**config.mk**
```make
export PLATFORM = sky130hd
export DESIGN_NAME = inv_key_expansion_iter
export DESIGN_NICKNAME = d
export VERILOG_FILES = /design/src/rtl/inv_key_expansion_iter.sv
export SDC_FILE = /design/constraint.sdc
export NUM_CORES = 2
export LEC_CHECK = 0
export BUFFER_PORTS_ARGS = -buffer_cell sky130_fd_sc_hd__buf_2
export CORE_ASPECT_RATIO = 0.5
export CORE_MARGIN = 2
export CORE_UTILIZATION = 55
export DETAILED_ROUTE_END_ITERATION = 12
export GPL_TIMING_DRIVEN = 0
export HOLD_SLACK_MARGIN = 0.05
export PLACE_DENSITY = 0.8
export SETUP_SLACK_MARGIN = 0.05
export SLEW_MARGIN = 25
export SYNTH_ARGS = -nofsm -noshare
export SYNTH_HDL_FRONTEND = slang
export SYNTH_SLANG_ARGS = --single-unit
```
**constraint.sdc**
```tcl
create_clock -name clk -period 48.3 [get_ports clk]
set_input_delay 4.83 -clock clk [delete_from_list [all_inputs] [get_ports clk]]
set_output_delay 4.83 -clock clk [all_outputs]
set_load 0.02 [all_outputs]
```
**src/rtl/inv_key_expansion_iter.sv**
```systemverilog
// Iterative AES-128 inverse key schedule: walks round keys NR..0
// backwards from the last-round key over a valid/ready stream.
module inv_key_expansion_iter #(
  parameter int NR = 10
) (
  input  logic         clk,
  input  logic         rst,
  input  logic         start,
  input  logic [127:0] key_in,
  output logic         busy,
  output logic         rk_valid,
  input  logic         rk_ready,
  output logic [127:0] rk_out,
  output logic [3:0]   rk_round,
  output logic         done
);

  localparam logic [3:0] NR_R = 4'(NR);

  typedef enum logic {
    IDLE,
    EMIT
  } state_t;

  state_t       state;
  state_t       state_nxt;
  logic [127:0] key_reg;
  logic [127:0] key_nxt;
  logic [3:0]   round;
  logic [3:0]   round_nxt;
  logic         done_nxt;

  logic [31:0]  a0, a1, a2, a3;
  logic [31:0]  w0, w1, w2, w3;
  logic [31:0]  sb_in;
  logic [31:0]  sb;
  logic [3:0]   rc_idx;
  logic [7:0]   rc;

  assign a0 = key_reg[127:96];
  assign a1 = key_reg[95:64];
  assign a2 = key_reg[63:32];
  assign a3 = key_reg[31:0];

  assign w3 = a3 ^ a2;
  assign w2 = a2 ^ a1;
  assign w1 = a1 ^ a0;

  assign sb_in = {w3[23:0], w3[31:24]};

  sub_byte u_sub_byte (
    .a  (sb_in),
    .sb (sb)
  );

  // The step back from round r uses the rcon of the key that produced it.
  assign rc_idx = round - 4'd1;

  always_comb begin
    rc = 8'h00;
    case (rc_idx)
      4'd0:    rc = 8'h01;
      4'd1:    rc = 8'h02;
      4'd2:    rc = 8'h04;
      4'd3:    rc = 8'h08;
      4'd4:    rc = 8'h10;
      4'd5:    rc = 8'h20;
      4'd6:    rc = 8'h40;
      4'd7:    rc = 8'h80;
      4'd8:    rc = 8'h1b;
      4'd9:    rc = 8'h36;
      default: rc = 8'h00;
    endcase
  end

  assign w0 = a0 ^ sb ^ {rc, 24'h000000};

  always_comb begin
    state_nxt = state;
    key_nxt   = key_reg;
    round_nxt = round;
    done_nxt  = 1'b0;
    unique case (state)
      IDLE: begin
        if (start) begin
          key_nxt   = key_in;
          round_nxt = NR_R;
          state_nxt = EMIT;
        end
      end
      EMIT: begin
        if (rk_ready) begin
          if (round == 4'd0) begin
            state_nxt = IDLE;
            done_nxt  = 1'b1;
          end else begin
            key_nxt   = {w0, w1, w2, w3};
            round_nxt = round - 4'd1;
          end
        end
      end
    endcase
  end

  always_ff @(posedge clk or posedge rst) begin
    if (rst) begin
      state   <= IDLE;
      key_reg <= '0;
      round   <= '0;
      done    <= 1'b0;
    end else begin
      state   <= state_nxt;
      key_reg <= key_nxt;
      round   <= round_nxt;
      done    <= done_nxt;
    end
  end

  assign busy     = (state == EMIT);
  assign rk_valid = (state == EMIT);
  assign rk_out   = key_reg;
  assign rk_round = round;

endmodule

// AES forward S-box on four bytes, built from the GF(2^8)
// inverse (x^254) followed by the affine transform.
module sub_byte (
  input  logic [31:0] a,
  output logic [31:0] sb
);

  function automatic logic [7:0] xt(input logic [7:0] b);
    return {b[6:0], 1'b0} ^ (b[7] ? 8'h1b : 8'h00);
  endfunction

  function automatic logic [7:0] gmul(
    input logic [7:0] x,
    input logic [7:0] y
  );
    logic [7:0] r;
    logic [7:0] p;
    r = 8'h00;
    p = x;
    for (int i = 0; i < 8; i++) begin
      if (y[i]) r = r ^ p;
      p = xt(p);
    end
    return r;
  endfunction

  function automatic logic [7:0] ginv(input logic [7:0] x);
    logic [7:0] r;
    logic [7:0] p;
    logic [7:0] e;
    r = 8'h01;
    p = x;
    e = 8'd254;
    for (int i = 0; i < 8; i++) begin
      if (e[i]) r = gmul(r, p);
      p = gmul(p, p);
    end
    return r;
  endfunction

  function automatic logic [7:0] sbox(input logic [7:0] x);
    logic [7:0] b;
    b = ginv(x);
    return b
      ^ {b[6:0], b[7]}
      ^ {b[5:0], b[7:6]}
      ^ {b[4:0], b[7:5]}
      ^ {b[3:0], b[7:4]}
      ^ 8'h63;
  endfunction

  always_comb begin
    sb = '0;
    for (int i = 0; i < 4; i++) begin
      sb[i*8 +: 8] = sbox(a[i*8 +: 8]);
    end
  end

endmodule
```
==> out/results.ini <==
[detailed_routing]
viasPerCell = 6.176
wire_per_inst_um = 19.79
first_pass_iters = 7
routed-via-count = 60670
drtIter0Drc = 7313
drc = 0
final_antenna_net_count = 0
drt_wl_total_mm = 194.4

[status]
outcome = complete, no violations

[worst_setup_path]
timing.rr.end = rk_out[101]
r2r_start = rk_out[63]
crit_top_cell = xnor2_1
critical-path-slowest-cell = xnor2_1
cp_top_family = XOR/XNOR gates
path_class = flip-flop to flip-flop
reg2reg_depth = 67
r2r_slack_ns = 28.13
worst-endpoint-arrival_ns = 20.48
cp_max_fo = 10
critPathBufInv = 21
worstPathRequired_ns = 48.61
end_kind = flip-flop
slowest_delay_ns = 0.76
critPathLaunchType = flip-flop

[cells_and_area]
nNetsFinal = 8510
n_fill_cell = 9975
drive_gt1_frac = 0.08247
syn_to_final_growth_pct = 6.635

[synthesis]
ys.flop_type = dfrtp_1
synthArstFlopShare = 1.000
synth_top_area_cell = xnor2_1
yosysSeqAreaShare = 0.05652
syn-num-nets = 8224
syn_area_um2 = 59330
ys_types = 109
synth_edf_count = 0
post_synth_main_area_contributors = xnor2_1 (25%), xnor3_1 (9.9%), nor2_1 (7.1%), xor2_1 (6.8%), dfrtp_1 (5.7%)
yosys_warnings = 0
syn_area_per_cell_um2 = 7.354
syn_inst = 8068
synth_top_area_share = 0.2451
synth-seq-cells = 134

[timing]
setup_viol = 0
tns_ns = 0
max_freq_ghz = 0.04959
fin_crit_ns = 20.17
finalCritPeriodShare = 0.4175
final_max_slew_viol_count = 0
finalHoldViolations = 0
worstMarginPinSlew_ns = 1.162
clock_skew_ns = 0.009221
rsz0062_at_grt = no
maxSlewHeadroom = 0.2200

[cts]
insertion_delay_ns = 0.43
cts.sinks = 134
cts_tree = yes
cts_setup_buffers = 0
clk_pin_slew_worst_paths_ns = 0.07
cts-resized-gates = 0
cts_made_buffers = 17
cts_buffer_depth = 2
root_buffer = clkbuf_16
htree_levels = 4
ctsHoldBuffers = 0

[die]
die_h_um = 236.2
io_pins = 267
num_rows = 85
start_util = 0.5529
die_x_um = 468.5
core_um2 = 107300
dieArea_um2 = 110700

[placed_design]
gp_congestion = 1.013
io_buffers = 266
hpwlAfterDp_mm = 148.7

[worst_hold_path]
holdCritStartpoint = rk_out[17]
holdPathEnd = rk_out[17]
hold_class = flip-flop to flip-flop
holdPathStages = 2

[global_routing]
grt-ovfl-total = 0
grt_pass1_wl_mm = 302.9
grt_pass1_vias = 54570
grt_max_degree = 71
grt_usage = 0.3321
antenna_found_initial = 22

[flow_run]
cap_violations = 0

==> worst reg2reg max path, delay by kind of cell, from the launching register on <==
family | cells | cell delay, ns
multiplexers | 2 | 0.47
adder cells (fa/ha/maj) | 4 | 1.15
AND/OR/NAND/NOR | 8 | 1.86
AO/OA/AOI/OAI | 9 | 1.73
XOR/XNOR | 23 | 7.31
buffers and inverters | 21 | 6.98
flip-flops | 1 | 0.49
==> cell type report <==
| type | instances | area, um^2 | area share |
|---|---|---|---|
| repair buffers | 267 | 1359 | 0.02148 |
| well taps | 1435 | 1795 | 0.02838 |
| inverters | 89 | 341.6 | 0.005399 |
| multi-input cells | 7334 | 53610 | 0.8474 |
| diodes | 22 | 55.05 | 0.0008702 |
| flip-flops and latches | 134 | 3353 | 0.05300 |
| clock buffers | 20 | 446.7 | 0.007060 |
| clock inverters | 12 | 152.6 | 0.002413 |
| plain buffers | 511 | 2152 | 0.03402 |
==> state kept, by name, summed over array words and instances (netlist names) <==
signal / count
rk_out: 128
rk_round: 4
busy: 1
done: 1
==> logic make-up (layout without fill, tap and decap cells) <==
group | Yosys count | in the layout | synth area share
adder cells (fa/ha/maj) | 25 | 25 | 0.005230
XOR/XNOR | 2572 | 2572 | 0.4747
AO/OA/AOI/OAI | 1719 | 1719 | 0.1798
other | 0 | 22 | 0
AND/OR/NAND/NOR | 2809 | 2809 | 0.2054
flip-flops | 134 | 134 | 0.05652
buffers and inverters | 600 | 899 | 0.04190
multiplexers | 209 | 209 | 0.03636
==> Yosys cell counts, drive strengths merged, types with 11 or more instances <==
master   instances
a211o           14
a211oi          75
a21o            18
a21oi          499
a221oi          28
a22oi           68
a311oi          16
a31oi           52
a32oi           21
and2            44
and3            37
buf            148
clkbuf         363
dfrtp          134
ha              24
inv             81
mux2            39
mux2i          169
nand2          859
nand2b         122
nand3          237
nand4           16
nor2          1133
nor2b           65
nor3           170
nor4            21
o211a           11
o211ai          60
o21a            18
o21ai          516
o21bai          11
o221ai          23
o22ai          110
o2bb2ai         11
o311ai          16
o31ai           21
o32ai           22
or2             29
or3             37
xnor2         1764
xnor3          285
xor2           487
xor3            36
==> worst max-delay path by stage <==
stage,to,startpoint,cells after the start
floorplan,rk_out[123],rk_out[55],66
global placement,rk_out[101],rk_out[63],66
detailed placement,rk_out[101],rk_out[63],67
CTS,rk_out[101],rk_out[63],67
global route,rk_out[101],rk_out[63],67
finish,rk_out[101],rk_out[63],67
==> placed cells by master (no fill, tap or decap), types with 134 or more instances in the layout <==
master	n
nor2_1	1127
a21oi_1	496
mux2i_1	168
dfrtp_1	134
nand3_1	237
nor3_1	170
clkbuf_1	365
xnor2_1	1644
o21ai_0	491
nand2_1	859
xor2_1	460
buf_2	345
xnor3_1	262
==> routing by layer <==
metal | vias to the layer above | share of wire | GRT usage
met1 | 28560 | 0.41 | 0.4434
met2 | 3329 | 0.45 | 0.5316
met4 | 2 | 0.056 | 0.1654
li1 | 28200 | - | -
met5 | - | 0.000067 | 0
met3 | 576 | 0.088 | 0.03669
==> through the flow <==
stage                     worst slack (ns)  instance area (um^2)  hold WS, ns    util  instances
final                                28.13                 63270       0.5284  0.5896       9824
after detailed placement             28.77                 62550       0.5162  0.5829       9770
after global routing                 26.87                 63260       0.5803  0.5895       9822
after global placement               28.59                 62460       0.5078  0.5820       9769
after floorplan                      32.83                 59330       0.6231       -       8068
after CTS                            28.66                 63150       0.5313  0.5885       9802
Power is left out: the tool's default activity adds up to more than one toggle a clock period on the data nets, which glitch-free logic cannot reach.
